--- src/rtl/hex_print_pkg.sv ---
// hex_print_pkg: shared states and ASCII constants for the hex line printer
package hex_print_pkg;
    typedef enum logic [2:0] {IDLE, ADDR, SEP, DATA, CR, LF} state_t;
    localparam logic [7:0] CHAR_COLON       = 8'h3A;
    localparam logic [7:0] CHAR_CR          = 8'h0D;
    localparam logic [7:0] CHAR_LF          = 8'h0A;
    localparam logic [7:0] ASCII_ZERO       = 8'h30;
    localparam logic [7:0] ASCII_A_MINUS_10 = 8'h37;
endpackage

--- src/rtl/nibble_to_ascii.sv ---
// nibble_to_ascii: maps a 4-bit value to its uppercase ASCII hex digit
module nibble_to_ascii
    import hex_print_pkg::*;
(
    input  logic [3:0] nib,
    output logic [7:0] ascii
);
    assign ascii = (nib < 4'd10) ? ASCII_ZERO + {4'h0, nib} : ASCII_A_MINUS_10 + {4'h0, nib};
endmodule

--- src/rtl/hex_print_sequencer.sv ---
// hex_print_sequencer: prints one address/data event as an ASCII hex line on a byte stream
module hex_print_sequencer
    import hex_print_pkg::*;
#(
    parameter int ADDR_NIBBLES = 4,
    parameter int DATA_NIBBLES = 2,
    parameter int EOL_CRLF     = 1,
    localparam int AW = (ADDR_NIBBLES > 0) ? 4 * ADDR_NIBBLES : 1,
    localparam int DW = 4 * DATA_NIBBLES
) (
    input  logic          clk,
    input  logic          rst_n,
    input  logic          req_valid,
    output logic          req_ready,
    input  logic [AW-1:0] req_addr,
    input  logic [DW-1:0] req_data,
    output logic          tx_valid,
    input  logic          tx_ready,
    output logic [7:0]    tx_data,
    output logic          busy
);
    localparam logic [7:0] EOL_CHAR = (EOL_CRLF != 0) ? CHAR_CR : CHAR_LF;
    state_t state, state_n;
    logic [AW-1:0] addr_sr;
    logic [DW-1:0] data_sr;
    logic [2:0] cnt, cnt_n;
    logic [3:0] nib, addr_top, req_addr_top;
    logic [7:0] asc, char_n;
    logic accept, fire, last;
    assign req_ready = rst_n && state == IDLE;
    assign tx_valid  = state != IDLE;
    assign busy      = state != IDLE;
    assign accept    = req_valid && req_ready;
    assign fire      = tx_valid && tx_ready;
    assign last      = cnt == 3'd1;
    generate
        if (ADDR_NIBBLES > 0) begin : g_addr
            assign addr_top     = addr_sr[AW-1-:4];
            assign req_addr_top = req_addr[AW-1-:4];
        end else begin : g_noaddr
            assign addr_top     = 4'h0;
            assign req_addr_top = 4'h0;
        end
    endgenerate
    // shift registers hold only the digits not yet presented
    assign nib = (state == IDLE) ? ((ADDR_NIBBLES > 0) ? req_addr_top : req_data[DW-1-:4]) :
                 (state == ADDR && !last) ? addr_top : data_sr[DW-1-:4];
    nibble_to_ascii u_n2a (.nib(nib), .ascii(asc));
    always_comb begin
        state_n = state;
        char_n  = tx_data;
        cnt_n   = fire ? cnt - 3'd1 : cnt;
        case (state)
            IDLE: if (accept) begin
                state_n = (ADDR_NIBBLES > 0) ? ADDR : DATA;
                char_n  = asc;
                cnt_n   = (ADDR_NIBBLES > 0) ? 3'(ADDR_NIBBLES) : 3'(DATA_NIBBLES);
            end
            ADDR: if (fire) begin
                state_n = last ? SEP : ADDR;
                char_n  = last ? CHAR_COLON : asc;
            end
            SEP: if (fire) begin
                state_n = DATA;
                char_n  = asc;
                cnt_n   = 3'(DATA_NIBBLES);
            end
            DATA: if (fire) begin
                state_n = !last ? DATA : (EOL_CRLF != 0) ? CR : LF;
                char_n  = last ? EOL_CHAR : asc;
            end
            CR: if (fire) begin
                state_n = LF;
                char_n  = CHAR_LF;
            end
            LF: if (fire) begin
                state_n = IDLE;
                char_n  = 8'h00;
            end
            default: begin
                state_n = IDLE;
                char_n  = 8'h00;
            end
        endcase
    end
    always_ff @(posedge clk) begin
        if (!rst_n) begin
            state   <= IDLE;
            tx_data <= 8'h00;
            cnt     <= 3'd0;
            addr_sr <= '0;
            data_sr <= '0;
        end else begin
            state   <= state_n;
            tx_data <= char_n;
            cnt     <= cnt_n;
            if (accept) begin
                addr_sr <= req_addr << 4;
                data_sr <= (ADDR_NIBBLES > 0) ? req_data : req_data << 4;
            end else begin
                if (fire && state == ADDR)
                    addr_sr <= addr_sr << 4;
                if (fire && (state == SEP || (state == DATA && !last)))
                    data_sr <= data_sr << 4;
            end
        end
    end
endmodule

--- config.mk ---
export PLATFORM = sky130hd
export DESIGN_NAME = hex_print_sequencer
export DESIGN_NICKNAME = d
export VERILOG_FILES = /design/src/rtl/hex_print_pkg.sv /design/src/rtl/nibble_to_ascii.sv /design/src/rtl/hex_print_sequencer.sv
export SDC_FILE = /design/constraint.sdc
export NUM_CORES = 1
export LEC_CHECK = 0
export ABC_AREA = 0
export ABC_CLOCK_PERIOD_IN_PS = 3630
export CAP_MARGIN = 20
export CORE_MARGIN = 4
export CORE_UTILIZATION = 50
export DETAILED_ROUTE_END_ITERATION = 6
export PLACE_DENSITY_LB_ADDON = 0.1
export SLEW_MARGIN = 10
export SYNTH_ARGS = -nofsm -noshare
export SYNTH_HDL_FRONTEND = slang
export SYNTH_SLANG_ARGS = --single-unit
export TNS_END_PERCENT = 1
--- constraint.sdc ---
create_clock -name clk -period 3.63 [get_ports clk]
set_clock_uncertainty 0.15 [all_clocks]
set_input_delay 1.089 -clock clk [delete_from_list [all_inputs] [get_ports clk]]
set_output_delay 1.089 -clock clk [all_outputs]
set_load 0.01 [all_outputs]
==> results.sh <==
export IMPL_place_inst=297
export IMPL_syn_to_final_growth_pct=24.7
export IMPL_wl_per_cell_microns=14.0
export IMPL_postCtsSetupBuffers=0
export IMPL_initial_core_util=0.533
export IMPL_ys_seq_elements=33
export IMPL_overflow=0
export IMPL_layout_drive_gt1_share=0.112
export IMPL_cts_buffer_depth=2
export IMPL_vias=1695
export IMPL_multi_input_area_sq_um=1040
export IMPL_cts_root_buf="clkbuf_4"
export IMPL_vdd_drop_max_mv=0.254
export IMPL_rows=21
export IMPL_worstSkewPairLatency_ns=0.33
export IMPL_crit_path_frequent_cell="clkdlybuf4s50_1"
export IMPL_cts_hold_buf=0
export IMPL_reg2reg_setup_slack_ns=1.01
export IMPL_place_congestion=0.888
export IMPL_cts_sinks=33
export IMPL_netlist_area_sq_um=1820
export IMPL_synth_edff_count=0
export IMPL_final_max_slew_viol_count=0
export IMPL_drv_cap=0
export IMPL_outcome="finished, final reports clean"
export IMPL_boundaryPins=39
export IMPL_antenna_found_initial=0
export IMPL_nFillCells=317
export IMPL_grt_max_degree=32
export IMPL_via_per_inst=5.58
export IMPL_cts_buffers_inserted=5
export IMPL_leakage_nw=0.809
export IMPL_drt_iter0_drc=113
export IMPL_setup_tns_ns=0
export IMPL_min_path_type="reg -> reg"
export IMPL_dieArea_sq_um=4670
export IMPL_register_area_sq_um=661
export IMPL_required_ns=2.39
export IMPL_grt_pass1_vias=1554
export IMPL_rsz0062_at_grt="no"
export IMPL_worst_pin_slew_ns=0.547
export IMPL_powerDensity_nw_per_um2=443
export IMPL_crit_chain="clkdlybuf4s50_1, inv_1, nor2_1, clkdlybuf4s50_1"
export IMPL_antenna_cells=0
export IMPL_detail_route_antenna_nets=0
export IMPL_setup_violations_final=0
export IMPL_cp_arrival_ns=2.35
export IMPL_grt_usage=0.203
export IMPL_r2r_end="tx_data[2]"
export IMPL_avgSynthCellArea_sq_um=8.03
export IMPL_yosysUniqueCellTypes=53
export IMPL_fp_dieW_microns=68.4
export IMPL_wl_microns=4260
export IMPL_layout_commonest_cell="clkdlybuf4s50_1"
export IMPL_synthFlopType="dfxtp_1"
export IMPL_whs_endpoint="tx_data[6]"
export IMPL_hold_start="tx_data[6]"
export IMPL_portBuffers=37
export IMPL_nets=290
export IMPL_synth_cells=227
export IMPL_hold_depth=2
export IMPL_stdcell_count=304
export IMPL_cts_clk_slew_worst_paths_ns=0.10
export IMPL_fin_crit_sh=0.989
export IMPL_path_class="in -> out"
export IMPL_slowest_delay_ns=0.55
export IMPL_end_kind="output port"
export IMPL_grt_pass1_wl_microns=7160
export IMPL_htree_levels=2
export IMPL_drc=0
export IMPL_fmax_ghz=0.279
export IMPL_layout_common_cells="37 x clkdlybuf4s50_1, 33 x dfxtp_1, 30 x nor2_1"
export IMPL_drt_first_pass_iters=4
export IMPL_cts_tree="built"
export IMPL_core_sq_um=3420
export IMPL_rr_worst_depth=10
export IMPL_worstSetupStartpointType="input port"
export IMPL_hold_viol=0
export IMPL_critPathMaxFanout=3
export IMPL_max_slew_margin=0.635
export IMPL_hpwl_microns=3130
export IMPL_yosysWarningCount=0
export IMPL_seq_area_frac_synth=0.363
export IMPL_die_y_microns=68.4
export IMPL_synth_fp_nets=259
export IMPL_finalCriticalPeriod_ns=3.59
export IMPL_crit_slowest_cell="clkdlybuf4s50_1"
export IMPL_cts_resized=0
export IMPL_reg2reg_from="cnt[1]"
export IMPL_postSynth_asyncResetShare=0
[power by group]
group	switching [mW]	total (mW)	leakage (nW)	internal [mW]
clock network	0.122	0.262	0.0410	0.140
logic	0.167	0.321	0.497	0.154
registers	0.0242	0.423	0.270	0.399
total	0.313	1.01	0.809	0.693
[sequential cells by signal, summed over array words and instances (netlist names)]
signal   flops
state        3
tx_data      7
addr_sr     12
data_sr      8
cnt          3
[cell type report]
class | instances | share of cell area
clock inverters | 2 | 0.0154
well taps | 46 | 0.0253
repair buffers | 42 | 0.180
inverters | 7 | 0.0138
flip-flops and latches | 33 | 0.291
multi-input cells | 169 | 0.458
clock buffers | 5 | 0.0165
[how the worst max path moves through the flow]
stage,startpoint,endpoint,slack (ns),depth (start not counted)
global route,rst_n,req_ready,0.01,4
detailed placement,rst_n,req_ready,0.05,4
CTS,rst_n,req_ready,0.05,4
floorplan,rst_n,req_ready,0.58,4
global placement,rst_n,req_ready,0.05,4
finish,rst_n,req_ready,0.04,4
[cells in the mapped netlist (3+ instances only)]
cell type,instances,share of area
nor2_1,30,0.062
nor2b_1,3,0.010
o31ai_1,4,0.016
a21oi_1,16,0.044
o22ai_1,3,0.010
nand2_1,26,0.054
a22oi_1,5,0.021
ha_1,4,0.027
a211oi_1,6,0.025
nand3_1,14,0.038
inv_1,5,0.010
a311oi_1,7,0.034
nor3_1,8,0.022
mux2i_1,5,0.027
dfxtp_1,33,0.36
buf_2,5,0.014
clkbuf_1,10,0.021
[critical path, delay by kind of cell]
kind | cells | cell delay [ns]
buf+inv | 3 | 1.17
simple gates | 1 | 0.10
[per-stage QoR]
step | power (mW) | cell area (sq um) | hold WS [ns] | setup slack [ns] | utilization
final | 1.01 | 2270 | 0.309 | 0.0407 | 0.665
after floorplan | 0.645 | 1820 | 0.294 | 0.577 | -
after global routing | 1.07 | 2270 | 0.333 | 0.0134 | 0.665
after detailed placement | 0.751 | 2200 | 0.300 | 0.0511 | 0.644
after CTS | 1.01 | 2270 | 0.314 | 0.0450 | 0.665
after global placement | 0.747 | 2200 | 0.290 | 0.0460 | 0.644
[kinds of logic (layout without fill, tap and decap cells)]
logic type | count (synthesis) | after routing | synth area share
buffers and inverters | 25 | 56 | 0.0659
AO/OA/AOI/OAI | 58 | 58 | 0.229
XOR/XNOR | 1 | 1 | 0.00481
other | 1 | 1 | 0.00206
AND/OR/NAND/NOR | 99 | 99 | 0.274
adder cells (fa/ha/maj) | 4 | 4 | 0.0275
multiplexers | 6 | 6 | 0.0337
flip-flops | 33 | 33 | 0.363
[layer usage]
metal / up-vias / part of all wire / global-route usage
met1: 766 / 0.45 / 0.262
met5: - / 0 / 0
li1: 878 / - / -
met3: 9 / 0.059 / 0.0394
met4: 0 / 0.017 / 0.0695
met2: 42 / 0.47 / 0.337
(Power assumes the default switching activity.)
==> variant 1: new RTL, config.mk and constraints unchanged <==
Re-encode `state_t` (6 states) as one-hot, 6 bits wide.
--- a/src/rtl/hex_print_pkg.sv
+++ b/src/rtl/hex_print_pkg.sv
@@ -2,3 +2,3 @@
 package hex_print_pkg;
-    typedef enum logic [2:0] {IDLE, ADDR, SEP, DATA, CR, LF} state_t;
+    typedef enum logic [5:0] {IDLE = 6'b000001, ADDR = 6'b000010, SEP = 6'b000100, DATA = 6'b001000, CR = 6'b010000, LF = 6'b100000} state_t;
     localparam logic [7:0] CHAR_COLON       = 8'h3A;
Function: no difference found for any inputs over 10 cycles, from zero or initial values and one cycle with rst_n low; not proved beyond that.
==> variant 1 against the unedited design <==
- worst setup slack improved by 0.32 ns
- wire length rose by 20%
- clock power rose by 14%
- sequential share of layout area fell by 1.7 points
- first-iteration DRC count rose by 69%
- total power fell by 8.5%
- sequential cell count rose by 3
- synthesized area rose by 17%
- count of clock-buffer cells in the layout rose by 2
- sequential power rose by 2%
- synthesized cell count rose by 15%
- cell area rose by 16%
- critical path depth did not move
- largest cell class unchanged
==> variant 1: results (changes against the unedited design) <==
{| class="wikitable"
! Metric !! Value
|-
| Status || finished clean (unchanged)
|-
| Net Switching || 256 uW (was 313 uW)
|-
| Slew @ Worst Pin || 0.617 ns (was 0.547 ns)
|-
| Seq power || 430 uW (was 423 uW)
|-
| CP peak stage delay || 0.52 ns (was 0.55 ns)
|-
| GR Util All Layers || 20.4% (was 20.3%)
|-
| Worst flop-to-flop path startpoint || state[2]$_SDFFE_PN0P_ (was cnt[1]$_SDFF_PN0_)
|-
| Wire length per cell || 14.7 um (was 14.0 um)
|-
| DR vias || 1992 (was 1695)
|-
| Share of post-route cells with drive strength above 1 || 12.2% (was 11.2%)
|-
| Placed Instance Area || 0.00254 mm^2 (was 0.00220 mm^2)
|-
| Total detailed-routing wirelength || 5100 um (was 4260 um)
|-
| Seq pwr share || 46.7% (was 42.0%)
|-
| Number of distinct library cell variants in the gate-level netlist after synthesis || 60 (was 53)
|-
| Leakage Power || 0.997 nW (was 0.809 nW)
|-
| Nets in the synthesized netlist || 293 (was 259)
|-
| Worst Path Max Fanout || 12 (was 3)
|-
| Startpoint of the tightest hold check path || addr_sr[11]$_SDFFE_PN0P_ (was tx_data[6]$_SDFFE_PN0P_)
|-
| Routability cong. || 0.931 (was 0.888)
|-
| Worst ir drop on vdd || 218 uV (was 254 uV)
|-
| Worst skew pair latency || 0.29 ns (was 0.33 ns)
|-
| Detailed router's first-iteration violation count || 191 (was 113)
|-
| Worst Reg2Reg Path Length in Cells || 11 (was 10)
|-
| Clock-pin transition on the worst setup and hold timing paths || 0.07 ns (was 0.10 ns)
|-
| Clock root cell || clkbuf_8 (was clkbuf_4)
|-
| Cell types with the highest counts after synthesis || dfxtp_1 (36), nand2_1 (32), nor2_1 (25) (was dfxtp_1 (33), nor2_1 (30), nand2_1 (26))
|-
| Nets@finish || 327 (was 290)
|-
| DP Wirelength || 3700 um (was 3130 um)
|-
| Number of global-route vias before repair || 1833 (was 1554)
|-
| Share of power burned in combinational logic || 20.9% (was 31.9%)
|}
variant 1: cell count changes in the layout (fill, tap and decap cells not counted), sizes merged, moves of 4 or more:
cell | before | now
a211oi | 6 | 0
a31oi | 0 | 5
buf | 5 | 11
mux2i | 5 | 9
nand2 | 26 | 32
nand3 | 14 | 10
nor2 | 32 | 26
o21ai | 4 | 17
o22ai | 5 | 1
variant 1: final cells by class:
class | count | area, um^2
repair buffers | 48 | 455
inverters | 8 | 30.0
fillers | 366 | 1420
flip-flops and latches | 36 | 721
clock buffers | 7 | 86.3
clock inverters | 1 | 7.51
multi-input cells | 196 | 1270
well taps | 50 | 62.6
variant 1: logic make-up (layout without fill, tap and decap cells):
family / Yosys count / in the layout / share of synthesized area, %
AND/OR/NAND/NOR: 99 / 99 / 23.7
AO/OA/AOI/OAI: 77 / 77 / 26.7
flip-flops: 36 / 36 / 33.8
buffers and inverters: 29 / 64 / 6.51
multiplexers: 10 / 10 / 4.75
XOR/XNOR: 5 / 5 / 2.05
adder cells (fa/ha/maj): 4 / 4 / 2.35
other: 1 / 1 / 0.176
variant 1: worst max path at each step:
stage | from | cells after the start | endpoint
CTS | rst_n | 4 | req_ready
finish | state[0]$_SDFFE_PN1P_ | 4 | tx_valid
global route | state[0]$_SDFFE_PN1P_ | 4 | tx_valid
global placement | rst_n | 4 | req_ready
detailed placement | rst_n | 4 | req_ready
floorplan | rst_n | 4 | req_ready
variant 1: metal layers:
metal  vias up  wire [um]  GRT usage [%]
met5         -          0              0
met4         0        102           8.05
met3        10        368           5.47
met2        73       2340           32.8
met1       898       2290           26.1
li1       1011          -              -
variant 1: critical path: cells and delay by family (launching register included):
family,cells,cell delay [ns]
buf+inv,2,0.65
flops,1,0.46
simple gates,2,0.62
==> variant 2: new RTL, same flow settings <==
Without the edit above. Change the parameter `ADDR_NIBBLES` from 4 to 3.
--- a/src/rtl/hex_print_sequencer.sv
+++ b/src/rtl/hex_print_sequencer.sv
@@ -4,3 +4,3 @@
 #(
-    parameter int ADDR_NIBBLES = 4,
+    parameter int ADDR_NIBBLES = 3,
     parameter int DATA_NIBBLES = 2,
Ports: changed (resized req_addr); port bits go from 39 to 35. The function was not compared with the original's and may differ.
==> variant 2 against the unedited design <==
- global-route usage barely moved
- non-clock buffer count is 6 lower
- die area fell by 7.5%
- cell area decreased by 9.5%
- total power is 15% higher
- sequential cell count decreased by 4
- synthesized area decreased by 8.4%
- wire length decreased by 10%
- sequential share of layout area shrank 0.85 points
- worst setup slack improved by 0.052 ns
- largest cell class unchanged
==> variant 2: results (changes against the unedited design) <==
{| class="wikitable"
! Metric !! Value
|-
| Status || finished clean (unchanged)
|-
| Nets@finish || 253 (was 290)
|-
| Largest net degree at the start of global routing || 33 (was 32)
|-
| Number of distinct library cell variants in the gate-level netlist after synthesis || 50 (was 53)
|-
| Pre-Repair DR Iteration Count || 4 (unchanged)
|-
| Top cells by area in the synthesized netlist || dfxtp_1 (35%), mux2i_1 (6.0%), o211a_1 (4.8%) (was dfxtp_1 (36%), nor2_1 (6.2%), nand2_1 (5.4%))
|-
| DP Wirelength || 2900 um (was 3130 um)
|-
| Fillers || 280 (was 317)
|-
| Met3 Use GR || 5.47% (was 3.94%)
|-
| Fraction of the yosys area taken by sequential cells || 34.8% (was 36.3%)
|-
| Count of inserted antenna diode cells || 0 (unchanged)
|-
| Prevailing post-synth register cell || dfxtp_1 (unchanged)
|-
| Hold-critical path depth || 2 (unchanged)
|-
| Worst min-delay path category || reg2reg (unchanged)
|-
| Leakage Power || 0.932 nW (was 0.809 nW)
|-
| Total detailed-routing wirelength || 3840 um (was 4260 um)
|-
| Post-Synthesis Mean Instance Area || 8.51 um^2 (was 8.03 um^2)
|-
| Post-Route Hold Slack || 0.313 ns (was 0.309 ns)
|-
| GR Util met1 || 24.4% (was 26.2%)
|-
| First-pass GRT wire length || 6840 um (was 7160 um)
|-
| Detailed router's first-iteration violation count || 91 (was 113)
|-
| Top flop regs || addr_sr: 8 flops, data_sr: 8 flops, tx_data: 7 flops (was addr_sr: 12 flops, data_sr: 8 flops, tx_data: 7 flops)
|-
| DR vias || 1518 (was 1695)
|-
| Share of post-route cells with drive strength above 1 || 9.29% (was 11.2%)
|-
| Data arrival time of the worst path || 2.30 ns (was 2.35 ns)
|-
| GR Util All Layers || 20.4% (was 20.3%)
|-
| Worst Path Max Fanout || 2 (was 3)
|-
| Sequential cell area || 581 um^2 (was 661 um^2)
|-
| Worst setup slack for register-to-register paths || 1.41 ns (was 1.01 ns)
|-
| Met2 track demand over resource || 35.0% (was 33.7%)
|-
| Worst Reg2Reg Path Length in Cells || 8 (was 10)
|-
| Cell Count, Final, Fillers Out || 270 (was 304)
|-
| Nets in the synthesized netlist || 224 (was 259)
|-
| Worst skew pair latency || 0.33 ns (about the same)
|-
| Routability cong. || 0.892 (was 0.888)
|-
| Clock-pin transition on the worst setup and hold timing paths || 0.09 ns
|-
| Port Buffer Count || 33 (was 37)
|-
| Slew @ Worst Pin || 0.650 ns (was 0.547 ns)
|-
| Placed Cells || 262 (was 297)
|-
| Worst ir drop on vdd || 268 uV (was 254 uV)
|-
| Cell types with the highest counts after synthesis || dfxtp_1 (29), nand2_1 (20), nor2_1 (13) (was dfxtp_1 (33), nor2_1 (30), nand2_1 (26))
|}
## variant 2: cell count changes in the layout (fill, tap and decap cells not counted), sizes merged, moves of 6 or more
| cell | unedited run | this run |
|---|---|---|
| o21ai | 4 | 10 |
| a311oi | 7 | 0 |
| o211a | 0 | 8 |
| a21oi | 18 | 8 |
| nand2 | 26 | 20 |
| nor2 | 32 | 14 |
## variant 2: final timing paths
path,start,end
worst max-delay path,rst_n,req_ready
worst min-delay path,tx_data[6]$_SDFFE_PN0P_,tx_data[6]$_SDFFE_PN0P_
worst max register to register,state[1]$_SDFFE_PN0P_,tx_data[1]$_SDFFE_PN0P_
worst min register to register,tx_data[6]$_SDFFE_PN0P_,tx_data[6]$_SDFFE_PN0P_
## variant 2: cell families after synthesis
family / after synthesis / synth area share [%]
fa+ha+maj: 4 / 3.00
simple gates: 77 / 25.5
compound gates: 51 / 23.0
other cells: 1 / 0.225
buf+inv: 21 / 5.85
mux: 10 / 6.00
flops: 29 / 34.8
xor+xnor: 3 / 1.58
## variant 2: worst max-delay path, cell delays in order
cell,delay (ns)
clkdlybuf4s50_1,0.51
and2_1,0.16
clkdlybuf4s50_1,0.54
## variant 2: layout make-up
| class | instances | share of cell area (%) |
|---|---|---|
| Clock inverter | 2 | 0.487 |
| Inverter | 7 | 1.28 |
| Multi-Input combinational cell | 146 | 48.1 |
| Clock buffer | 6 | 2.01 |
| Sequential cell | 29 | 28.2 |
| Timing Repair Buffer | 36 | 17.2 |
| Tap cell | 44 | 2.68 |
## variant 2: power by group
part	total [mW]	switching, mW	internal (mW)
Combinational	0.552	0.289	0.263
Clock	0.187	0.113	0.0736
Sequential	0.413	0.0367	0.376
## variant 2: per-layer routing
metal / vias to the layer above / share of wire, %
met5: - / 0
met4: 0 / 1.2
met3: 8 / 4.9
met2: 34 / 50
met1: 718 / 44
li1: 758 / -
## variant 2: through the flow
step	cell area (um^2)	setup slack (ns)	power, mW
floorplan	1670	1.14	0.808
global placement	2000	0.0872	0.955
detailed placement	2000	0.0889	0.972
CTS	2060	0.0842	1.16
global route	2060	0.0549	1.25
finish	2060	0.0928	1.15
